[src/rtl/hoplite_inject_if.sv]
// PE-side injection link: the router takes the queue head when pkt_out_ready is high.
interface hoplite_inject_if #(
  parameter int COORD_BITS = 1
);
  localparam int PKT_W = 2 * COORD_BITS + 32;

  logic [PKT_W-1:0] pkt_out;
  logic             pkt_out_valid;
  logic             pkt_out_ready;

  modport master (output pkt_out, output pkt_out_valid, input pkt_out_ready);
  modport slave  (input pkt_out, input pkt_out_valid, output pkt_out_ready);
endinterface

[src/rtl/hoplite_inject_ctrl.sv]
// Builds {x, y, payload} packets from core strobes and queues them in a
// first-word-fall-through FIFO feeding the router's PE injection port.
module hoplite_inject_ctrl #(
  parameter int COORD_BITS   = 1,
  parameter int FIFO_DEPTH   = 4,
  parameter int STARVE_LIMIT = 64
) (
  input  logic                            clk,
  input  logic                            reset,
  input  logic [COORD_BITS-1:0]           x_coord_in,
  input  logic                            x_coord_in_valid,
  input  logic [COORD_BITS-1:0]           y_coord_in,
  input  logic                            y_coord_in_valid,
  input  logic [31:0]                     message_in,
  input  logic                            message_in_valid,
  input  logic                            packet_complete,
  input  logic                            clear_status,
  hoplite_inject_if.master                pkt_if,
  output logic [$clog2(FIFO_DEPTH+1)-1:0] fifo_count,
  output logic                            fifo_full,
  output logic                            overflow_flag,
  output logic                            incomplete_flag,
  output logic                            starve_flag
);
  localparam int PKT_W = 2 * COORD_BITS + 32;
  localparam int PTR_W = $clog2(FIFO_DEPTH);
  localparam int CNT_W = $clog2(FIFO_DEPTH + 1);
  localparam int SC_W  = $clog2(STARVE_LIMIT + 1);

  logic [COORD_BITS-1:0] x_held_q, x_held_d;
  logic [COORD_BITS-1:0] y_held_q, y_held_d;
  logic [31:0]           msg_reg_q, msg_reg_d;
  logic                  msg_held_q, msg_held_d;

  logic [PKT_W-1:0]      mem_q [FIFO_DEPTH];
  logic [PTR_W-1:0]      wr_ptr_q, wr_ptr_d;
  logic [PTR_W-1:0]      rd_ptr_q, rd_ptr_d;
  logic [CNT_W-1:0]      count_q, count_d;

  logic [SC_W-1:0]       starve_cnt_q, starve_cnt_d;
  logic                  overflow_q, overflow_d;
  logic                  incomplete_q, incomplete_d;
  logic                  starve_q, starve_d;

  logic                  head_valid;
  logic                  full;
  logic                  pop;
  logic                  push_req;
  logic                  push;
  logic                  blocked;
  logic                  starve_set;
  logic [PKT_W-1:0]      pkt_in;

  // Same-cycle strobes bypass the held registers so the packet sees this cycle's values.
  always_comb begin
    pkt_in = {x_coord_in_valid ? x_coord_in : x_held_q,
              y_coord_in_valid ? y_coord_in : y_held_q,
              message_in_valid ? message_in : msg_reg_q};
  end

  assign head_valid = (count_q != '0);
  assign full       = (count_q == CNT_W'(FIFO_DEPTH));
  assign pop        = head_valid && pkt_if.pkt_out_ready;
  assign push_req   = packet_complete && (msg_held_q || message_in_valid);
  assign push       = push_req && (!full || pop);
  assign blocked    = head_valid && !pkt_if.pkt_out_ready;
  assign starve_set = blocked && (starve_cnt_q == SC_W'(STARVE_LIMIT - 1));

  always_comb begin
    x_held_d   = x_coord_in_valid ? x_coord_in : x_held_q;
    y_held_d   = y_coord_in_valid ? y_coord_in : y_held_q;
    msg_reg_d  = message_in_valid ? message_in : msg_reg_q;
    msg_held_d = msg_held_q;
    if (packet_complete) begin
      msg_held_d = 1'b0;
    end else if (message_in_valid) begin
      msg_held_d = 1'b1;
    end
  end

  always_comb begin
    wr_ptr_d = push ? wr_ptr_q + PTR_W'(1) : wr_ptr_q;
    rd_ptr_d = pop  ? rd_ptr_q + PTR_W'(1) : rd_ptr_q;
    count_d  = count_q;
    case ({push, pop})
      2'b10:   count_d = count_q + CNT_W'(1);
      2'b01:   count_d = count_q - CNT_W'(1);
      default: count_d = count_q;
    endcase
  end

  // Counter restarts whenever the head moves or the queue drains; it holds at the limit.
  always_comb begin
    starve_cnt_d = starve_cnt_q;
    if (!blocked) begin
      starve_cnt_d = '0;
    end else if (starve_cnt_q != SC_W'(STARVE_LIMIT)) begin
      starve_cnt_d = starve_cnt_q + SC_W'(1);
    end
  end

  // Sticky flags: a set event in the same cycle as clear_status wins.
  always_comb begin
    overflow_d   = (push_req && !push) ? 1'b1 : (clear_status ? 1'b0 : overflow_q);
    incomplete_d = (packet_complete && !push_req) ? 1'b1 :
                   (clear_status ? 1'b0 : incomplete_q);
    starve_d     = starve_set ? 1'b1 : (clear_status ? 1'b0 : starve_q);
  end

  always_ff @(posedge clk) begin
    if (reset) begin
      x_held_q     <= '0;
      y_held_q     <= '0;
      msg_reg_q    <= '0;
      msg_held_q   <= 1'b0;
      wr_ptr_q     <= '0;
      rd_ptr_q     <= '0;
      count_q      <= '0;
      starve_cnt_q <= '0;
      overflow_q   <= 1'b0;
      incomplete_q <= 1'b0;
      starve_q     <= 1'b0;
    end else begin
      x_held_q     <= x_held_d;
      y_held_q     <= y_held_d;
      msg_reg_q    <= msg_reg_d;
      msg_held_q   <= msg_held_d;
      wr_ptr_q     <= wr_ptr_d;
      rd_ptr_q     <= rd_ptr_d;
      count_q      <= count_d;
      starve_cnt_q <= starve_cnt_d;
      overflow_q   <= overflow_d;
      incomplete_q <= incomplete_d;
      starve_q     <= starve_d;
    end
  end

  // Storage needs no reset: the head is masked until the count says it is valid.
  always_ff @(posedge clk) begin
    if (push) begin
      mem_q[wr_ptr_q] <= pkt_in;
    end
  end

  assign pkt_if.pkt_out       = head_valid ? mem_q[rd_ptr_q] : '0;
  assign pkt_if.pkt_out_valid = head_valid;
  assign fifo_count           = count_q;
  assign fifo_full            = full;
  assign overflow_flag        = overflow_q;
  assign incomplete_flag      = incomplete_q;
  assign starve_flag          = starve_q;
endmodule

[src/flat_wrapper.sv]
// flat-port wrapper written by rule: the top's interface ports become plain ports
module hoplite_inject_ctrl_flat 
#(
  parameter int COORD_BITS   = 1,
  parameter int FIFO_DEPTH   = 4,
  parameter int STARVE_LIMIT = 64
)
  (clk, reset, x_coord_in, x_coord_in_valid, y_coord_in, y_coord_in_valid, message_in, message_in_valid, packet_complete, clear_status, fifo_count, fifo_full, overflow_flag, incomplete_flag, starve_flag, pkt_if_pkt_out, pkt_if_pkt_out_valid, pkt_if_pkt_out_ready);
  hoplite_inject_if #(.COORD_BITS(COORD_BITS)) pkt_if_i ();
  input  logic clk;
  input  logic reset;
  input  logic [COORD_BITS-1:0] x_coord_in;
  input  logic x_coord_in_valid;
  input  logic [COORD_BITS-1:0] y_coord_in;
  input  logic y_coord_in_valid;
  input  logic [31:0] message_in;
  input  logic message_in_valid;
  input  logic packet_complete;
  input  logic clear_status;
  output logic [$clog2(FIFO_DEPTH+1)-1:0] fifo_count;
  output logic fifo_full;
  output logic overflow_flag;
  output logic incomplete_flag;
  output logic starve_flag;
  output wire logic [$bits(pkt_if_i.pkt_out)-1:0] pkt_if_pkt_out;
  output wire logic [$bits(pkt_if_i.pkt_out_valid)-1:0] pkt_if_pkt_out_valid;
  input wire logic [$bits(pkt_if_i.pkt_out_ready)-1:0] pkt_if_pkt_out_ready;
  assign pkt_if_pkt_out = pkt_if_i.pkt_out;
  assign pkt_if_pkt_out_valid = pkt_if_i.pkt_out_valid;
  assign pkt_if_i.pkt_out_ready = pkt_if_pkt_out_ready;
  hoplite_inject_ctrl #(.COORD_BITS(COORD_BITS), .FIFO_DEPTH(FIFO_DEPTH), .STARVE_LIMIT(STARVE_LIMIT)) u_core (.clk(clk), .reset(reset), .x_coord_in(x_coord_in), .x_coord_in_valid(x_coord_in_valid), .y_coord_in(y_coord_in), .y_coord_in_valid(y_coord_in_valid), .message_in(message_in), .message_in_valid(message_in_valid), .packet_complete(packet_complete), .clear_status(clear_status), .pkt_if(pkt_if_i), .fifo_count(fifo_count), .fifo_full(fifo_full), .overflow_flag(overflow_flag), .incomplete_flag(incomplete_flag), .starve_flag(starve_flag));
endmodule
[config.mk]
export PLATFORM = sky130hd
export DESIGN_NAME = hoplite_inject_ctrl_flat
export DESIGN_NICKNAME = d
export VERILOG_FILES = /design/src/rtl/hoplite_inject_if.sv /design/src/rtl/hoplite_inject_ctrl.sv /design/src/flat_wrapper.sv
export SDC_FILE = /design/constraint.sdc
export NUM_CORES = 1
export LEC_CHECK = 0
export ABC_AREA = 1
export BUFFER_PORTS_ARGS = -buffer_cell sky130_fd_sc_hd__buf_4
export CAP_MARGIN = 25
export CORE_ASPECT_RATIO = 1.2
export CORE_MARGIN = 2
export CORE_UTILIZATION = 40
export CTS_BUF_LIST = sky130_fd_sc_hd__clkbuf_4 sky130_fd_sc_hd__clkbuf_8
export CTS_CLUSTER_SIZE = 8
export DETAILED_ROUTE_END_ITERATION = 7
export GPL_ROUTABILITY_DRIVEN = 0
export SYNTH_ARGS = -nofsm -noshare
export SYNTH_HDL_FRONTEND = slang
export SYNTH_SLANG_ARGS = --single-unit
[constraint.sdc]
create_clock -name clk -period 8.55 [get_ports clk]
set_clock_uncertainty 0.1 [all_clocks]
set_input_delay 0.855 -clock clk [delete_from_list [all_inputs] [get_ports clk]]
set_output_delay 0.855 -clock clk [all_outputs]
set_load 0.02 [all_outputs]
### Word level (Yosys, flattened, before mapping)

Memories as Yosys holds them, arrays and structs flattened. A register that Yosys moved wholly into a read port is not among the register bits.
Cells that the tools add are included.

* word-level logic and storage cells: 56
* bits in registers: 52
* bits in writable memories: 136
* bits of input ports: 42
* memories: 1
* output and inout bits: 42

* $add $sub $neg: 5
* muxes and demuxes: 13
* bitwise logic cells: 1
* equality and inequality tests: 5
* reductions and logical operators: 20

Memory list
* u_core.mem_q: words 4, bits a word 34, read ports 1, clocked after memory_dff 1, write ports 1, line hoplite_inject_ctrl.sv:35 `logic [PKT_W-1:0] mem_q [FIFO_DEPTH];`

Operators by type and width (count)
* 34-bit two-way mux: 1
* 32-bit two-way mux: 1
* 1-bit two-way mux: 8
* 2-bit nonzero test: 4
* 7-bit by 1-bit adder with 7-bit output, second input constant: 1
* 7-bit by 6-bit == test with 1-bit output, second input constant: 1
* 1-bit logical AND: 7
* 7-bit != test, second input constant: 1
* 3-bit one-hot mux with 2 select lines: 1
* 2-bit by 1-bit adder with 2-bit output, second input constant: 2
* 1-bit logical NOT: 4
* 2-bit two-way mux: 2
* 2-bit OR reduction: 2
* 3-bit by 1-bit adder with 3-bit output, second input constant: 1
* 3-bit == test, second input constant: 1
* 3-bit nonzero test: 1
* 3-bit by 1-bit subtractor with 3-bit output, second input constant: 1
* 2-bit by 1-bit == test with 1-bit output, second input constant: 1
* 2-bit == test, second input constant: 1
* 1-bit logical OR: 2
* 1-bit inverter: 1

### Logic depth before layout (Yosys ltp)

Gate-level depths: netlist of the first run.

* depth in word-level cells: 7
* depth in mapped cells: 13
* gate-level depth less buffers: 13

### Worst setup path before layout of the first run

No wires, ideal clock.

* kind: input-to-reg
* start: in message_in_valid
* end: mem u_core.mem_q[0][0] (netlist name) (enable)
* path slack: 5.253 ns
* cell stages on the path: 5
* arrival: 2.772 ns
* required time: 8.025 ns
* buffers on the path: 1
* cells stage by stage: buf_4 > nor2_1 > nor2_2 > nand2_1 > nor2_1

* word-level cells in the longest chain between the ends: 5

Ends and longest elaborated chain
* from (decl): line flat_wrapper.sv:17 `input logic message_in_valid;`
* 1-bit logical OR: line hoplite_inject_ctrl.sv:64 `assign push_req = packet_complete && (msg_held_q || message_in_valid);`
* 1-bit logical AND: line hoplite_inject_ctrl.sv:64
* 1-bit logical AND: line hoplite_inject_ctrl.sv:65 `assign push = push_req && (!full || pop);`
* 1-bit two-way mux: line hoplite_inject_ctrl.sv:140 `if (push) begin`
* 1-bit two-way mux (implied by the code): line hoplite_inject_ctrl.sv:141 `mem_q[wr_ptr_q] <= pkt_in;`
* to (decl): line hoplite_inject_ctrl.sv:35

No other way between the ends.

==> results_dict.tcl, run 1 <==
set metrics [dict create \
    status "completed" \
    p_leak_nw 3.44 \
    clock_power_share_pct 24.6 \
    critPathMaxFanout 35 \
    first_pass_iters 4 \
    hp-class "reg -> reg" \
    yosysWarnings 0 \
    area_growth_pct 17.4 \
    cell_internal_pwr_mw 1.59 \
    clk_transition_reported_paths_ps 80 \
    power.switching_uw 814 \
    via_per_inst 4.72 \
    track_usage_pct 15.7 \
    h-tree-depth 4 \
    hold_end "u_core.y_held_q" \
    cts_resized 0 \
    cts-root-buf "clkbuf_8" \
    synth_top_area_cell "edfxtp_1" \
    drt-total-wl_um 15200 \
    peakVddDrop_mv 0.184 \
    nFillCells 1743 \
    fin_area_um2 8890 \
    post-place-ws_ps 5230 \
    register_area_um2 5170 \
    synth_flop_cell "edfxtp_1" \
    crit_required_ps 7600 \
    reg2reg_from "u_core.fifo_count[0]" \
    setup-tns-final_ps 0 \
    clock_path_buffers 2 \
    vias 5029 \
    rows 55 \
    p_sw_share_pct 33.8 \
    antenna_found_initial 0 \
    place_hpwl_um 9440 \
    avgSynthCellArea_um2 10.5 \
    grt_pass1_wl_um 24100 \
    rsz0062_at_grt "false" \
    synth.most_common_cell "nor2_1" \
    rr_endpoint "u_core.fifo_count[2]" \
    routedWlPerCell_um 14.3 \
    async_flop_share_pct 0 \
    power.density_nw_per_um2 271 \
    cts.sinks 190 \
    fmax_ghz 0.290 \
    min_path_cells 2 \
    port_buffers 83 \
    die_h_um 155 \
    multi_input_area_um2 2090 \
    postCtsSetupBuffers 0 \
    fin_ws_ps 5110 \
    first_global_vias 4841 \
    drive_gt1_share_pct 16.4 \
    placed_area_um2 8410 \
    min_from "u_core.y_held_q" \
    syn-cell-area_um2 7570 \
    synth_edf_count 136 \
    max_cap_viol_count 0 \
    worstMarginPinSlew_ps 753 \
    clk_latency_ps 450 \
    critPathArrivalTime_ps 2490 \
    drtIter0Drc 380 \
    synthTopCellsByArea "edfxtp_1 (54%), dfxtp_1 (14%), nor2_1 (7.9%)" \
    endpoint_kind "output pin" \
    setup-violations-final 0 \
    finish.net_count 847 \
    cts_buffers 17 \
    antenna_left 0 \
    grt_overflow 0 \
    pin_count 84 \
    r2r_cells 12 \
    dieArea_um2 20100 \
    initial_core_util_pct 40.5 \
    slew_headroom_pct 49.8 \
    synth_top_area_share_pct 53.9 \
    grt_start_max_net_pins 70 \
    ys_ff_latch 190 \
    power_frac_seq_pct 44.3 \
    synth.distinct_cells 26 \
    synth_seq_area_share_pct 68.2 \
    hold_viol 0 \
    p_comb_share_pct 31.1 \
    path_class "reg -> out" \
    core_area_um2 18700 \
    dieWidth_um 130 \
    drc 0 \
    timing.final.crit_share_pct 40.3 \
    yosys-top-cells-count "nor2_1 (160), edfxtp_1 (136), nand2_1 (125)" \
    maxSlewViolCount 0 \
    synth_nets 774 \
    num_antenna_cells 0 \
    cts_hold_buf 0 \
    period_minus_slack_ps 3440 \
    fin_util_pct 47.5 \
    crit_path_start_kind "flip-flop" \
    syn_inst 724 \
    reg2reg_slack_ps 6200 \
    cts_tree "done" \
]
-- cell usage in the layout (no fill, tap or decap), drive strengths merged --
| cell | instances |
|---|---|
| nand3b | 1 |
| buf | 90 |
| fa | 1 |
| edfxtp | 136 |
| xor2 | 2 |
| nand2 | 126 |
| clkinv | 8 |
| clkinvlp | 2 |
| ha | 7 |
| nor2 | 161 |
| xnor2 | 1 |
| nand3 | 10 |
| dfxtp | 54 |
| nand4 | 2 |
| inv | 33 |
| clkbuf | 19 |
| nor3 | 2 |
| a21oi | 78 |
| o21ai | 74 |
| bufinv | 3 |
-- per-stage QoR --
| stage | std cells | power [mW] | hold WS, ps |
|---|---|---|---|
| floorplan | 724 | 1.57 | 346 |
| global placement | 1028 | 1.83 | 354 |
| detailed placement | 1031 | 1.84 | 359 |
| CTS | 1063 | 2.43 | 372 |
| global route | 1066 | 2.54 | 392 |
| finish | 1066 | 2.41 | 368 |
-- metal layers --
layer | wire [um] | global-route usage [%] | vias to the layer above
met5 | 0 | 0 | -
met4 | 167 | 4.92 | 0
met3 | 656 | 3.60 | 9
met2 | 7560 | 26.3 | 107
met1 | 6860 | 20.1 | 2326
li1 | - | - | 2587
-- cells by family after synthesis --
| logic type | count (synthesis) | share of synthesized area [%] |
|---|---|---|
| fa+ha+maj | 8 | 1.42 |
| xor+xnor | 3 | 0.347 |
| compound gates | 152 | 10.0 |
| simple gates | 302 | 15.4 |
| flops | 190 | 68.2 |
| buf+inv | 69 | 4.56 |
-- state kept, by name, summed over array words and instances, names as in the netlist, named ones only --
| name | cells |
|---|---|
| u_core.fifo_count | 3 |
| u_core.overflow_flag | 1 |
| u_core.wr_ptr_q | 2 |
| u_core.msg_held_q | 1 |
| u_core.starve_cnt_q | 7 |
| u_core.incomplete_flag | 1 |
| u_core.starve_flag | 1 |
| u_core.msg_reg_q | 32 |
| u_core.mem_q | 136 |
| u_core.rd_ptr_q | 2 |
| u_core.y_held_q | 1 |
| u_core.x_held_q | 1 |
-- how the worst max path moves through the flow --
stage                                start                  end  slack [ps]
after floorplan           message_in_valid   u_core.mem_q[0][0]        5250
after global placement    message_in_valid  u_core.mem_q[1][25]        5270
after detailed placement  message_in_valid  u_core.mem_q[0][33]        5230
after CTS                        flip-flop    pkt_if_pkt_out[3]        4810
after global routing             flip-flop    pkt_if_pkt_out[3]        4860
final                            flip-flop    pkt_if_pkt_out[3]        5110
-- power groups by stage --
stage                     Sequential, mW  Combinational [mW]  Clock (mW)
after floorplan                     1.08               0.488           0
after global placement              1.09               0.744           0
after detailed placement            1.09               0.754           0
after CTS                           1.07               0.756       0.611
after global routing                1.07               0.827       0.644
final                               1.07               0.748       0.593
-- cell type report --
type                            instances  area share, %
Tap cell                              256           3.60
Timing Repair Buffer                   90           8.79
Sequential cell                       190           58.1
Multi-Input combinational cell        465           23.5
Clock inverter                         13           1.66
Clock buffer                           19           2.87
Inverter                               33           1.39
-- worst max-delay path, stage by stage (launching register included) --
cell and delay, ps:
dfxtp_2 820, inv_2 500, nor2_1 190, o21ai_0 90, a21oi_1 240, buf_4 200
Power figures use the tool's default switching activity.
==> run 2: changes to the inputs <==
clock period = 3.09 ns   (was 8.55 ns; I/O delays follow)
==> results_dict.tcl, run 2 (synthesis results as in run 1) <==
set metrics [dict create \
    cts_resized 0 \
    cts_hold_buf 7 \
    hp-class "in -> reg" \
    dieArea_um2 20100 \
    clk_transition_reported_paths_ps 100 \
    final_common_cell "nor2_1" \
    rr_endpoint "u_core.fifo_count[2]" \
    first_pass_iters 5 \
    core_area_um2 18700 \
    place_hpwl_um 9820 \
    min_from "message_in[6]" \
    cts.sinks 190 \
    first_global_vias 4997 \
    setup-tns-final_ps 0 \
    fmax_ghz 0.382 \
    maxSlewViolCount 0 \
    worstMarginPinSlew_ps 740 \
    drtIter0Drc 415 \
    track_usage_pct 16.7 \
    p_leak_nw 3.46 \
    vias 5136 \
    cts-root-buf "clkbuf_8" \
    hold_viol 0 \
    status "completed" \
    final_cell_mix "nor2_1 (156), edfxtp_1 (136), nand2_1 (125)" \
    area_growth_pct 17.7 \
    fin_ws_ps 474 \
    period_minus_slack_ps 2620 \
    largest_register_ffs 136 \
    postCtsSetupBuffers 0 \
    setup-violations-final 0 \
    crit_path_start_kind "flip-flop" \
    antenna_found_initial 0 \
    endpoint_kind "output pin" \
    path_class "reg -> out" \
    critPathArrivalTime_ps 2210 \
    rsz0062_at_grt "false" \
    cts_buffers 17 \
    min_path_cells 3 \
    max_cap_viol_count 0 \
    reg2reg_from "u_core.fifo_count[0]" \
    peakVddDrop_mv 0.635 \
    clock_path_buffers 2 \
    antenna_left 0 \
    rows 55 \
    total_power_mw 6.68 \
    num_antenna_cells 0 \
    drt-total-wl_um 16000 \
    drive_gt1_share_pct 16.6 \
    timing.final.crit_share_pct 84.7 \
    h-tree-depth 4 \
    regMostFlops "u_core.mem_q" \
    hold_end "u_core.msg_reg_q[6]" \
    via_per_inst 4.77 \
    crit_required_ps 2680 \
    post-place-ws_ps 746 \
    whs_ps 35.1 \
    nFillCells 1776 \
    clk_latency_ps 460 \
    grt_pass1_wl_um 25600 \
    reg_top3 "u_core.mem_q: 136 flops, u_core.msg_reg_q: 32 flops, u_core.starve_cnt_q: 7 flops" \
    finish.net_count 857 \
    slew_headroom_pct 50.6 \
    reg2reg_slack_ps 720 \
    cts_tree "done" \
    initial_core_util_pct 40.5 \
    grt_start_max_net_pins 69 \
    routedWlPerCell_um 14.9 \
    dieWidth_um 130 \
    r2r_cells 12 \
    die_h_um 155 \
    port_buffers 83 \
    critPathMaxFanout 68 \
    pin_count 84 \
    grt_overflow 0 \
    power.density_nw_per_um2 750 \
    drc 0 \
]
run 2: cell count changes in the layout (fill, tap and decap cells not counted), sizes merged:
cell	delta
buf	+3
bufinv	-1
clkbuf	-1
clkinv	-3
clkinvlp	-1
dlygate4sd3	+7
inv	+6
run 2: final cells by class:
type / instances / area [um^2] / area share (%)
multi-input cells: 465 / 2090 / 23.5
flip-flops and latches: 190 / 5170 / 58.0
clock inverters: 14 / 158 / 1.77
well taps: 256 / 320 / 3.59
repair buffers: 100 / 813 / 9.12
clock buffers: 18 / 241 / 2.71
inverters: 33 / 124 / 1.39
run 2: layer usage:
metal | global-route usage [%] | up-vias | wire (um)
li1 | - | 2602 | -
met2 | 27.7 | 97 | 8210
met4 | 4.76 | 0 | 93
met5 | 0 | - | 0
met1 | 21.9 | 2431 | 7000
met3 | 3.77 | 6 | 692
run 2: stage by stage:
step,util (%),area [um^2],instances
after global placement,45.0,8420,1036
after CTS,47.6,8920,1076
final,47.6,8920,1076
after global routing,47.6,8920,1076
after floorplan,-,7570,724
after detailed placement,45.1,8450,1037
run 2: where the power goes:
group | switching, mW | internal [mW]
Combinational | 1.40 | 0.714
Sequential | 0.0567 | 2.88
Clock | 0.891 | 0.746
run 2: how the worst max path moves through the flow:
| stage | depth (start not counted) | to | start | slack, ps |
|---|---|---|---|---|
| detailed placement | 12 | u_core.fifo_count[2] | u_core.fifo_count[0] | 750 |
| floorplan | 4 | u_core.mem_q[0][0] | u_core.fifo_count[0] | 210 |
| global placement | 12 | u_core.fifo_count[2] | u_core.fifo_count[0] | 800 |
| CTS | 6 | pkt_if_pkt_out[13] | flip-flop | 420 |
| global route | 6 | pkt_if_pkt_out[2] | flip-flop | 250 |
| finish | 6 | pkt_if_pkt_out[13] | flip-flop | 470 |
run 2: worst max-delay path: stages (launching register included):
cell     delay, ps
dfxtp_2        350
buf_4          590
nor2_1         110
nor2_1         100
o21ai_0         80
a21oi_1        290
buf_4          200
